$ cat config.mk
export PLATFORM = sky130hd
export DESIGN_NAME = vsa_dmem_flat
export DESIGN_NICKNAME = d
export VERILOG_FILES = /design/src/rtl/vsa_dmem_pkg.sv /design/src/rtl/vsa_dmem_if.sv /design/src/rtl/vsa_sync2.sv /design/src/rtl/vsa_dmem.sv /design/src/flat_wrapper.sv
export SDC_FILE = /design/constraint.sdc
export NUM_CORES = 1
export LEC_CHECK = 0
export ABC_AREA = 1
export BUFFER_PORTS_ARGS = -buffer_cell sky130_fd_sc_hd__buf_4
export CORE_UTILIZATION = 50
export CTS_BUF_LIST = sky130_fd_sc_hd__clkbuf_16
export CTS_CLUSTER_DIAMETER = 150
export DETAILED_ROUTE_END_ITERATION = 7
export PLACE_DENSITY_LB_ADDON = 0.15
export SETUP_SLACK_MARGIN = 0.5
export SLEW_MARGIN = 10
export SYNTH_ARGS = -nofsm -noshare
export SYNTH_HDL_FRONTEND = slang
export SYNTH_SLANG_ARGS = --single-unit
export TNS_END_PERCENT = 10
$ cat constraint.sdc
create_clock -name clock -period 2.1 [get_ports clock]
set_clock_uncertainty 0.05 [all_clocks]
set_input_delay 0.21 -clock clock [delete_from_list [all_inputs] [get_ports clock]]
set_output_delay 0.21 -clock clock [all_outputs]
set_load 0.1 [all_outputs]
$ cat src/rtl/vsa_dmem_pkg.sv
// ============================================================================
// Module  : vsa_dmem_pkg
// Desc    : Address map, word type and address decode for the vsa_dmem
//           data memory.
// Rev     : 1.0 - initial release
// ============================================================================
`default_nettype none

package vsa_dmem_pkg;

  typedef logic [4:0] word_t;

  localparam word_t RAM_LAST    = 5'd27;
  localparam word_t ADDR_IO_IN  = 5'd28;
  localparam word_t ADDR_WRCNT  = 5'd29;
  localparam word_t ADDR_TICK   = 5'd30;
  localparam word_t ADDR_IO_OUT = 5'd31;

  typedef enum logic [2:0] {
    REG_RAM    = 3'd0,
    REG_IO_IN  = 3'd1,
    REG_WRCNT  = 3'd2,
    REG_TICK   = 3'd3,
    REG_IO_OUT = 3'd4
  } region_e;

  function automatic region_e decode(input word_t a);
    region_e r;
    r = REG_RAM;
    if (a == ADDR_IO_IN)       r = REG_IO_IN;
    else if (a == ADDR_WRCNT)  r = REG_WRCNT;
    else if (a == ADDR_TICK)   r = REG_TICK;
    else if (a == ADDR_IO_OUT) r = REG_IO_OUT;
    return r;
  endfunction

endpackage

`default_nettype wire

$ cat src/rtl/vsa_dmem_if.sv
// ============================================================================
// Module  : vsa_dmem_if
// Desc    : Core-side data bus of vsa_dmem (address, store data, strobe,
//           load data).
// Rev     : 1.0 - initial release
// ============================================================================
`default_nettype none

interface vsa_dmem_if;
  import vsa_dmem_pkg::*;

  word_t addr;
  word_t wdata;
  logic  wr;
  word_t rdata;

  modport master (output addr, output wdata, output wr, input rdata);
  modport slave  (input addr, input wdata, input wr, output rdata);

endinterface

`default_nettype wire

$ cat src/rtl/vsa_sync2.sv
// ============================================================================
// Module  : vsa_sync2
// Desc    : Two-flop synchroniser with asynchronous active-low reset.
// Rev     : 1.0 - initial release
// ============================================================================
`default_nettype none

module vsa_sync2 #(
  parameter int WIDTH = 5
) (
  input  logic             clock,
  input  logic             reset_n,
  input  logic [WIDTH-1:0] d_i,
  output logic [WIDTH-1:0] q_o
);

  logic [WIDTH-1:0] stage1_q;
  logic [WIDTH-1:0] stage2_q;

  always_ff @(posedge clock or negedge reset_n) begin
    if (!reset_n) begin
      stage1_q <= '0;
      stage2_q <= '0;
    end else begin
      stage1_q <= d_i;
      stage2_q <= stage1_q;
    end
  end

  assign q_o = stage2_q;

endmodule

`default_nettype wire

$ cat src/rtl/vsa_dmem.sv
// ============================================================================
// Module  : vsa_dmem
// Desc    : 32-word data memory: 28 RAM words plus IO_IN, WRCNT, TICK and
//           IO_OUT registers. Combinational read, write on rising edge.
// Options : VSA_DMEM_WRCNT_EN - build the saturating write counter at 29.
// Rev     : 1.0 - initial release
// ============================================================================
`default_nettype none

module vsa_dmem
  import vsa_dmem_pkg::*;
(
  input  logic       clock,
  input  logic       reset_n,
  vsa_dmem_if.slave  bus,
  input  word_t      io_in,
  output word_t      io_out
);

  region_e region;
  word_t   ram_q [0:27];
  word_t   tick_q, tick_d;
  word_t   io_out_q, io_out_d;
  word_t   io_sync;
  word_t   wrcnt_rd;
  word_t   rd_mux;

  assign region = decode(bus.addr);

  vsa_sync2 #(.WIDTH(5)) u_sync (
    .clock   (clock),
    .reset_n (reset_n),
    .d_i     (io_in),
    .q_o     (io_sync)
  );

  always_ff @(posedge clock or negedge reset_n) begin
    if (!reset_n) begin
      for (int i = 0; i <= 27; i++) ram_q[i] <= '0;
    end else if (bus.wr && region == REG_RAM) begin
      ram_q[bus.addr] <= bus.wdata;
    end
  end

  // A load of TICK takes priority over the free-running increment.
  always_comb begin
    tick_d   = tick_q + 5'd1;
    io_out_d = io_out_q;
    if (bus.wr && region == REG_TICK)   tick_d   = bus.wdata;
    if (bus.wr && region == REG_IO_OUT) io_out_d = bus.wdata;
  end

  always_ff @(posedge clock or negedge reset_n) begin
    if (!reset_n) begin
      tick_q   <= '0;
      io_out_q <= '0;
    end else begin
      tick_q   <= tick_d;
      io_out_q <= io_out_d;
    end
  end

`ifdef VSA_DMEM_WRCNT_EN
  word_t wrcnt_q, wrcnt_d;

  // Clear on a write to WRCNT itself beats the increment that write implies.
  always_comb begin
    wrcnt_d = wrcnt_q;
    if (bus.wr) begin
      if (region == REG_WRCNT)     wrcnt_d = '0;
      else if (wrcnt_q != 5'd31)   wrcnt_d = wrcnt_q + 5'd1;
    end
  end

  always_ff @(posedge clock or negedge reset_n) begin
    if (!reset_n) wrcnt_q <= '0;
    else          wrcnt_q <= wrcnt_d;
  end

  assign wrcnt_rd = wrcnt_q;
`else
  assign wrcnt_rd = '0;
`endif

  always_comb begin
    rd_mux = '0;
    unique case (region)
      REG_RAM:    rd_mux = ram_q[bus.addr];
      REG_IO_IN:  rd_mux = io_sync;
      REG_WRCNT:  rd_mux = wrcnt_rd;
      REG_TICK:   rd_mux = tick_q;
      REG_IO_OUT: rd_mux = io_out_q;
      default:    rd_mux = '0;
    endcase
  end

  assign bus.rdata = rd_mux;
  assign io_out    = io_out_q;

endmodule

`default_nettype wire

$ cat src/flat_wrapper.sv
// flat-port wrapper written by rule: the top's interface ports become plain ports
module vsa_dmem_flat import vsa_dmem_pkg::*;
  (clock, reset_n, io_in, io_out, bus_addr, bus_wdata, bus_wr, bus_rdata);
  vsa_dmem_if bus_i ();
  input  logic clock;
  input  logic reset_n;
  input  word_t io_in;
  output word_t io_out;
  input wire logic [$bits(bus_i.addr)-1:0] bus_addr;
  input wire logic [$bits(bus_i.wdata)-1:0] bus_wdata;
  input wire logic [$bits(bus_i.wr)-1:0] bus_wr;
  output wire logic [$bits(bus_i.rdata)-1:0] bus_rdata;
  assign bus_i.addr = bus_addr;
  assign bus_i.wdata = bus_wdata;
  assign bus_i.wr = bus_wr;
  assign bus_rdata = bus_i.rdata;
  vsa_dmem u_core (.clock(clock), .reset_n(reset_n), .bus(bus_i), .io_in(io_in), .io_out(io_out));
endmodule
==> flow_summary.yaml <==
routing:
  drtPass1Iterations: 5
  postRouteAntennaNets: 0
  drc: 0
  wire_per_inst_microns: 15.1
  routed_via_density: 4.88
  dr.first_iter.drc_count: 451
  routed_wl_microns: 20600
  vias: 6661
critical_path:
  worstPathArrival_ns: 1.69
  startpoint: "u_core.ram_q[29]$_DFFE_PN0P_"
  cp_slowest_stage_delay_ns: 0.39
  path_common_cell: "nand2_1"
  reg2reg_depth: 5
  start_kind: "register"
  r2r_setup_slack_ns: 0.95
  worstReg2RegStart: "u_core.tick_q[0]$_DFF_PN0_"
  crit_path_end_kind: "output pin"
  cp.required_ns: 1.84
  cp_cell_sequence: "inv_2, nand2_1, nand2_1, nand2_1, nand2_1, nand2_1, nand2_2, nor2_1, nand2_1, nand2_4, buf_12"
  critPathSlowestCell: "dfrtp_1"
  critPathMaxFanout: 2
  rr_endpoint: "u_core.tick_q[4]$_DFF_PN0_"
  crit_type: "register to output pin"
timing:
  finalHoldViolations: 0
  maxSlewViolCount: 0
  fin_crit_sh_pct: 92.8
  slew_headroom_pct: 57.2
  rsz0062_at_grt: "true"
  tightest_slew_ns: 0.640
  final.min_clock_period_ns: 1.95
  max_freq_ghz: 0.513
  setup_viol: 0
  final.setup.tns_ns: 0
yosys:
  syn_nets: 1115
  yosys_register_bits: 160
  syn_area_sq_mm: 0.00793
  ys_seq_area_share_pct: 50.5
  synth_area_leader_cell: "dfrtp_1"
  synth_warnings: 0
  synth_cell_types: 26
  ys_top_cells_by_area: "dfrtp_1, nand2_1, inv_1"
  synthCells: 1096
  syn_avg_cell_area_sq_um: 7.24
  synth_top_area_share_pct: 50.5
grt:
  grt_pass1_vias: 6460
  grt_pass1_wl_microns: 34500
  overflow: 0
  antenna_found_initial: 0
  grt_util_all_layers_pct: 27.7
  grt_max_degree: 65
cts:
  cts_tree: "done"
  clock_latency_ns: 0.43
  root_buffer: "clkbuf_16"
  cts_buffer_depth: 2
  clk_pin_slew_ns: 0.07
  htreeDepth: 4
  clkSinkCount: 160
  cts_buffers: 17
power:
  cellPowerDensity_mw_per_mm2: 943
  peakVddDrop_v: 0.000631
  p_total_mw: 8.87
  leakagePower_nw: 4.91
placement:
  hpwlAfterDp_microns: 13300
  routabilityCongestion: 0.822
  port-buffer-count: 27
  place_area_sq_mm: 0.00858
layout:
  drive_gt1_share_pct: 15.1
  fillers: 1448
  design_area_sq_mm: 0.00940
  antenna_cells: 0
  areaGrowthSynthToFinish_pct: 18.5
  fin_nets: 1159
run:
  cap_violations: 0
die:
  die_area_sq_mm: 0.0164
  die_y_microns: 128
  rows: 45
  die_w_microns: 128
  io_pins: 28
  initial_utilization_pct: 51.6
  core_sq_mm: 0.0154
min_path:
  worstHoldPathType: "input pin to register"
  hp-start: "bus_wr"
  hold_path_depth: 4
  hold_path_end: "u_core.tick_q[3]$_DFF_PN0_"
outcome:
  outcome: "completed"
## placed cells by master, fill, tap and decap left out, drive strengths merged, types with 2 or more instances in the layout
| cell type | n |
|---|---|
| clkbuf | 17 |
| nand2 | 563 |
| nand3 | 8 |
| xor2 | 2 |
| dfrtp | 160 |
| inv | 142 |
| clkinv | 3 |
| nor2 | 15 |
| o21ai | 149 |
| a21oi | 6 |
| dlygate4sd3 | 7 |
| buf | 60 |
| nor3 | 9 |
| clkinvlp | 6 |
## stage by stage
stage	worst slack, ns	hold slack (ns)	util, %	cells
after detailed placement	0.100	0.190	55.8	1321
after CTS	0.116	0.241	60.4	1360
final	0.152	0.256	61.1	1364
after global placement	0.131	0.188	55.8	1321
after floorplan	0.497	-0.136	-	1096
after global routing	0.0367	0.274	61.1	1364
## cell families (layout without fill, tap and decap cells)
kind of cell	Yosys count	count (layout)	share of synthesized area (%)
flip-flops	160	160	50.5
AND/OR/NAND/NOR	597	597	30.4
AO/OA/AOI/OAI	156	156	9.86
buffers and inverters	179	236	8.75
XOR/XNOR	3	3	0.331
adder cells (fa/ha/maj)	1	1	0.158
## worst max path at each step
stage,to,slack [ns],cells past startpoint
2_1_floorplan,bus_rdata[2],0.50,8
3_3_place_gp,bus_rdata[2],0.13,13
3_5_place_dp,bus_rdata[3],0.10,13
4_1_cts,bus_rdata[3],0.12,11
5_1_grt,bus_rdata[0],0.04,11
6_report,bus_rdata[4],0.15,11
## cells in the mapped netlist
master / number
xor2_1: 2
nor2_2: 1
buf_4: 1
nor3_4: 4
xnor2_1: 1
a21oi_1: 6
nand2_1: 536
o21ai_1: 57
o21ai_0: 92
nand2_4: 1
inv_1: 134
inv_2: 1
nand3_1: 8
nand3b_1: 1
inv_4: 1
nor2_1: 14
clkbuf_1: 27
nand2_2: 26
buf_2: 12
buf_1: 2
clkinv_2: 1
o22ai_1: 1
ha_1: 1
nor3b_1: 1
nor3_2: 5
dfrtp_1: 160
## final cells by class
type,count,area [sq um],share of cell area [%]
tap,211,264,2.81
sequential,160,4010,42.7
clock inverter,15,138,1.46
multi-input combinational,757,3380,36.0
timing repair buffer,67,662,7.04
inverter,137,518,5.51
clock buffer,17,425,4.53
## report_power, final
group          leakage, nW  switching [mW]  total (mW)  internal (mW)
clock network        0.260            1.34        2.98           1.64
registers             2.06           0.329        3.98           3.65
logic                 2.59            1.21        1.91          0.700
## flip-flops by register name, indices dropped and copies added (netlist names)
register,cells
u_core.ram_q,140
u_core.io_out,5
u_core.tick_q,5
u_core.u_sync.q_o,5
u_core.u_sync.stage1_q,5
## critical path: cells and delay by family (launching register included)
kind	cells	cell delay [ns]
AND/OR/NAND/NOR	9	0.60
flip-flops	1	0.39
buffers and inverters	2	0.25
## what timing repair did
action,CTS,global route
endpoints found under the setup margin,5,27
endpoints found under the hold margin,61,0
setup buffers,0,4
gates resized for setup,19,33
cloned,0,0
hold buffers,7,0
pin swaps,3,19
## layer usage
layer  vias up  global-route usage, %  share of wire, %
li1       3421                      -                 -
met1      3085                   39.0                48
met2       135                   43.1                45
met3        20                   6.09               4.6
met4         0                   8.10               1.8
met5         -                      0                 0
No activity file was read; power rests on OpenSTA's default activity.
